--- config.mk ---
export PLATFORM = sky130hd
export DESIGN_NAME = decoder_scan
export DESIGN_NICKNAME = d
export VERILOG_FILES = /design/src/rtl/decoder_scan.sv
export SDC_FILE = /design/constraint.sdc
export NUM_CORES = 1
export LEC_CHECK = 0
export BUFFER_PORTS_ARGS = -buffer_cell sky130_fd_sc_hd__buf_2
export CAP_MARGIN = 5
export CORE_MARGIN = 2
export CORE_UTILIZATION = 50
export DETAILED_ROUTE_END_ITERATION = 10
export PLACE_DENSITY = 0.71
export SKIP_CTS_REPAIR_TIMING = 1
export SYNTH_ARGS = -nofsm -noshare
export SYNTH_HDL_FRONTEND = slang
export SYNTH_SLANG_ARGS = --single-unit
--- constraint.sdc ---
create_clock -name clk -period 2 [get_ports clk]
set_input_delay 0.2 -clock clk [delete_from_list [all_inputs] [get_ports clk]]
set_output_delay 0.2 -clock clk [all_outputs]
set_load 0.005 [all_outputs]
--- src/rtl/decoder_scan.sv ---
// Registered N-to-2^N decoder (active-low outputs) with direct-select and timed scan modes.
// Optional per-channel mask port and skipping are built when DECODER_SCAN_MASK_EN is defined.
module decoder_scan #(
    parameter int unsigned SEL_W = 3,
    parameter int unsigned DWELL = 4,
    localparam int unsigned OUT_N = 2 ** SEL_W
) (
    input  logic             clk,
    input  logic             rst,
    input  logic             e1_n,
    input  logic             e2_n,
    input  logic             e3,
    input  logic             mode,
    input  logic [SEL_W-1:0] sel,
`ifdef DECODER_SCAN_MASK_EN
    input  logic [OUT_N-1:0] mask,
`endif
    output logic [OUT_N-1:0] y_n,
    output logic [SEL_W-1:0] idx,
    output logic             wrap
);

    typedef enum logic [1:0] {StIdle, StDirect, StScan} state_e;

    state_e           st_q, st_d;
    logic [SEL_W-1:0] idx_q, idx_d;
    logic [15:0]      cnt_q, cnt_d;
    logic             wrap_q, wrap_d;
    logic [OUT_N-1:0] y_n_q, y_n_d;

    logic             enable;
    logic [OUT_N-1:0] chan_en;
    logic             nxt_found, low_found;
    logic [SEL_W-1:0] nxt_idx, low_idx, cand;

    assign enable = e3 & ~e1_n & ~e2_n;

`ifdef DECODER_SCAN_MASK_EN
    assign chan_en = ~mask;
`else
    assign chan_en = '1;
`endif

    function automatic logic [OUT_N-1:0] decode(input logic [SEL_W-1:0] s,
                                                input logic [OUT_N-1:0] en);
        decode = '1;
        if (en[s]) decode[s] = 1'b0;
    endfunction

    always_ff @(posedge clk or posedge rst) begin
        if (rst) begin
            st_q   <= StIdle;
            idx_q  <= '0;
            cnt_q  <= '0;
            wrap_q <= 1'b0;
            y_n_q  <= '1;
        end else begin
            st_q   <= st_d;
            idx_q  <= idx_d;
            cnt_q  <= cnt_d;
            wrap_q <= wrap_d;
            y_n_q  <= y_n_d;
        end
    end

    always_comb begin
        st_d      = st_q;
        idx_d     = idx_q;
        cnt_d     = cnt_q;
        wrap_d    = 1'b0;
        y_n_d     = y_n_q;
        nxt_found = 1'b0;
        nxt_idx   = idx_q;
        low_found = 1'b0;
        low_idx   = '0;
        cand      = '0;

        // Upward search from idx_q; the last candidate is idx_q itself.
        for (int k = 1; k <= int'(OUT_N); k++) begin
            cand = idx_q + SEL_W'(k);
            if (!nxt_found && chan_en[cand]) begin
                nxt_found = 1'b1;
                nxt_idx   = cand;
            end
        end
        for (int i = int'(OUT_N) - 1; i >= 0; i--) begin
            if (chan_en[i]) begin
                low_found = 1'b1;
                low_idx   = SEL_W'(i);
            end
        end

        if (!enable) begin
            st_d  = StIdle;
            idx_d = '0;
            cnt_d = '0;
            y_n_d = '1;
        end else if (!mode) begin
            st_d  = StDirect;
            idx_d = sel;
            cnt_d = '0;
            y_n_d = decode(sel, chan_en);
        end else begin
            st_d = StScan;
            if (st_q != StScan) begin
                cnt_d = '0;
                idx_d = low_idx;
                y_n_d = low_found ? decode(low_idx, chan_en) : '1;
            end else if (cnt_q == 16'(DWELL - 1)) begin
                cnt_d = '0;
                if (nxt_found) begin
                    idx_d  = nxt_idx;
                    wrap_d = (nxt_idx <= idx_q);
                    y_n_d  = decode(nxt_idx, chan_en);
                end else begin
                    y_n_d = '1;
                end
            end else begin
                cnt_d = cnt_q + 16'd1;
            end
        end
    end

    assign y_n  = y_n_q;
    assign idx  = idx_q;
    assign wrap = wrap_q;

endmodule

==> impl_metrics.ini <==
[die]
num_rows = 20
start_util_pct = 52.4
die-height_um = 60.3
die_area_mm2 = 0.00364
fp.coreArea_mm2 = 0.00303
io-pin-count = 21
die_x_um = 60.3

[global_routing]
top_usage_layer = met2
grt_max_degree = 31
use_met3_pct = 5.19
first_global_vias = 1233
met2_usage_pct = 34.3
antenna_found_initial = 0
met1_usage_pct = 24.5
overflow = 0
grt_pass1_wl_um = 5430
grtUsageTotal_pct = 20.3

[synth]
ys.flop_type = dfrtp_1
syn_nets = 167
seq_area_frac_synth_pct = 48.0
synth_edf_count = 0
syn_inst = 155
netlist_area_mm2 = 0.00159
async_flop_share_pct = 100
ys_seq_elements = 30
synthDistinctLibCells = 38
synth_warnings = 0
synth.avg_cell_area_um2 = 10.2

[cts]
htreeDepth = 2
clk_pin_slew_ns = 0.09
cts_tree = yes
root_buffer = clkbuf_4
clockBufferDepth = 2
clkSinkCount = 30
clock_latency_ns = 0.32
cts_buffers = 5

[timing]
worstMarginPinSlew_ns = 0.387
period_minus_slack_ns = 1.76
finalHoldViolations = 0
fmax_ghz = 0.567
drv_slew = 0
setup_violations = 0
setup_slack_ns = 0.236
post-route-period-util_pct = 88.2
finalSetupTns_ns = 0
skew_ns = 0.00564
slew_headroom_pct = 74.2
hold_ws_ns = 0.159
grt_setup_unrepaired = no

[setup_path]
critPathMaxFanout = 15
r2r_slack_ns = 0.24
reg2reg_depth = 6
end_kind = flop
endpoint = cnt_q[7]
arrival_ns = 1.97
worstSetupStartpoint = cnt_q[0]
critPathKind = reg2reg
worst_setup_path_start_kind = flop
required_ns = 2.21
r2r_end = cnt_q[7]
r2r_start = cnt_q[0]

[place]
numPortBuffers = 20
place_ws_ns = 0.183
dp_cells = 219
place_congestion = 0.900
place_area_mm2 = 0.00175
dp_hpwl_um = 2310

[finish]
final_common_cell = nor2_1
design_area_mm2 = 0.00183
fillerInstances = 269
layout_common_cells = nor2_1, dfrtp_1, buf_2, xnor2_1
synthToLayoutAreaGrowth_pct = 15.7
drive_gt1_share_pct = 26.6
finalNonFillerCells = 228
n_antenna_cell = 0
fin_util_pct = 60.6
fin_nets = 195

[hold_path]
hold_class = in2reg

[route]
ant_nets = 0
wl_per_cell_um = 14.1
via_per_inst = 5.58
num_vias = 1272
drc = 0
dr.pass1.iters = 4
routed_wl_um = 3210
drt_iter0_markers = 79

[power_and_ir_drop]
leakagePower_nw = 0.709
p_clk_share_pct = 41.1
pwr-share-comb_pct = 5.1
total_power_mw = 1.14
p_sw_share_pct = 21.1
pwr_density_cell_mw_per_mm2 = 621
power.internal_uw = 899
seqPwrFrac_pct = 53.8
switchingPower_uw = 240
max-vdd-ir-drop_mv = 0.394

[flow_run]
maxCapViolCount = 0

[run_status]
status = finished clean
flip-flops by register name (all words and copies together) (netlist names):
name and flops:
cnt_q 16, wrap 1, y_n 8, st_q 2
idx 3
worst min-delay path by stage:
stage / from / endpoint / slack, ns / cells past startpoint
final: sel[2] / idx[2] / 0.16 / 3
after global routing: sel[2] / idx[2] / 0.15 / 3
after detailed placement: rst / cnt_q[9] / 0.30 / 3
after floorplan: rst / cnt_q[0] / 0.28 / 1
after CTS: rst / cnt_q[11] / -0.07 / 3
after global placement: rst / idx[1] / 0.29 / 3
layer usage:
| metal | share of wire (%) | vias up |
|---|---|---|
| li1 | - | 607 |
| met1 | 42 | 612 |
| met2 | 50 | 48 |
| met3 | 6.4 | 5 |
| met4 | 1.4 | 0 |
| met5 | 0 | - |
worst max-delay path, cell delays in order (launching register included):
cell and delay, ns:
dfrtp_1 0.40, ha_1 0.21, nor4b_1 0.25, nand4_1 0.19
nand2_2 0.26, buf_4 0.26, nor2_1 0.07
cells in the mapped netlist (2+ instances only):
cell       number  area share [%]
a21oi_1         2            0.63
clkbuf_1        2            0.47
nand4_1         4             1.6
o21ai_0         2            0.63
a2bb2oi_1       4             2.2
a31oi_1         3             1.2
xor2_1          3             1.7
ha_1            3             2.4
dfrtp_1        22              35
nor2_1         23             5.4
nand3_1         5             1.6
xnor2_1        15             8.3
nor4_1          8             3.2
nand2b_1        2            0.79
and3_1          3             1.2
mux2_1          2             1.4
mux2_2          5             3.6
buf_2           2            0.63
dfstp_2         8              13
nand2_1         8             1.9
inv_1           5             1.2
nor3_1          8             2.5
power groups by stage:
| stage | registers [mW] | logic [mW] | clock network, mW |
|---|---|---|---|
| after floorplan | 0.624 | 0.0315 | 0 |
| after global placement | 0.624 | 0.0553 | 0 |
| after detailed placement | 0.624 | 0.0572 | 0 |
| after CTS | 0.613 | 0.0571 | 0.484 |
| after global routing | 0.614 | 0.0652 | 0.512 |
| final | 0.613 | 0.0579 | 0.468 |
cell families (layout without fill, tap and decap cells):
group / count (synthesis) / after routing / share of synthesized area, %
buffers and inverters: 10 / 39 / 3.00
flip-flops: 30 / 30 / 48.0
multiplexers: 9 / 9 / 6.55
XOR/XNOR: 18 / 18 / 9.95
AO/OA/AOI/OAI: 15 / 15 / 6.95
AND/OR/NAND/NOR: 70 / 70 / 23.2
adder cells (fa/ha/maj): 3 / 3 / 2.37
layout make-up:
cell class                 instances  area, um^2  share of cell area (%)
clock inverter                     1        30.0                    1.64
inverter                           5        18.8                    1.02
multi-input combinational        115         777                    42.4
timing repair buffer              26         148                    8.05
tap                               44        55.1                    3.00
clock buffer                       7        45.0                    2.46
sequential                        30         761                    41.5
Note: power is estimated with default switching activity, not from simulation.
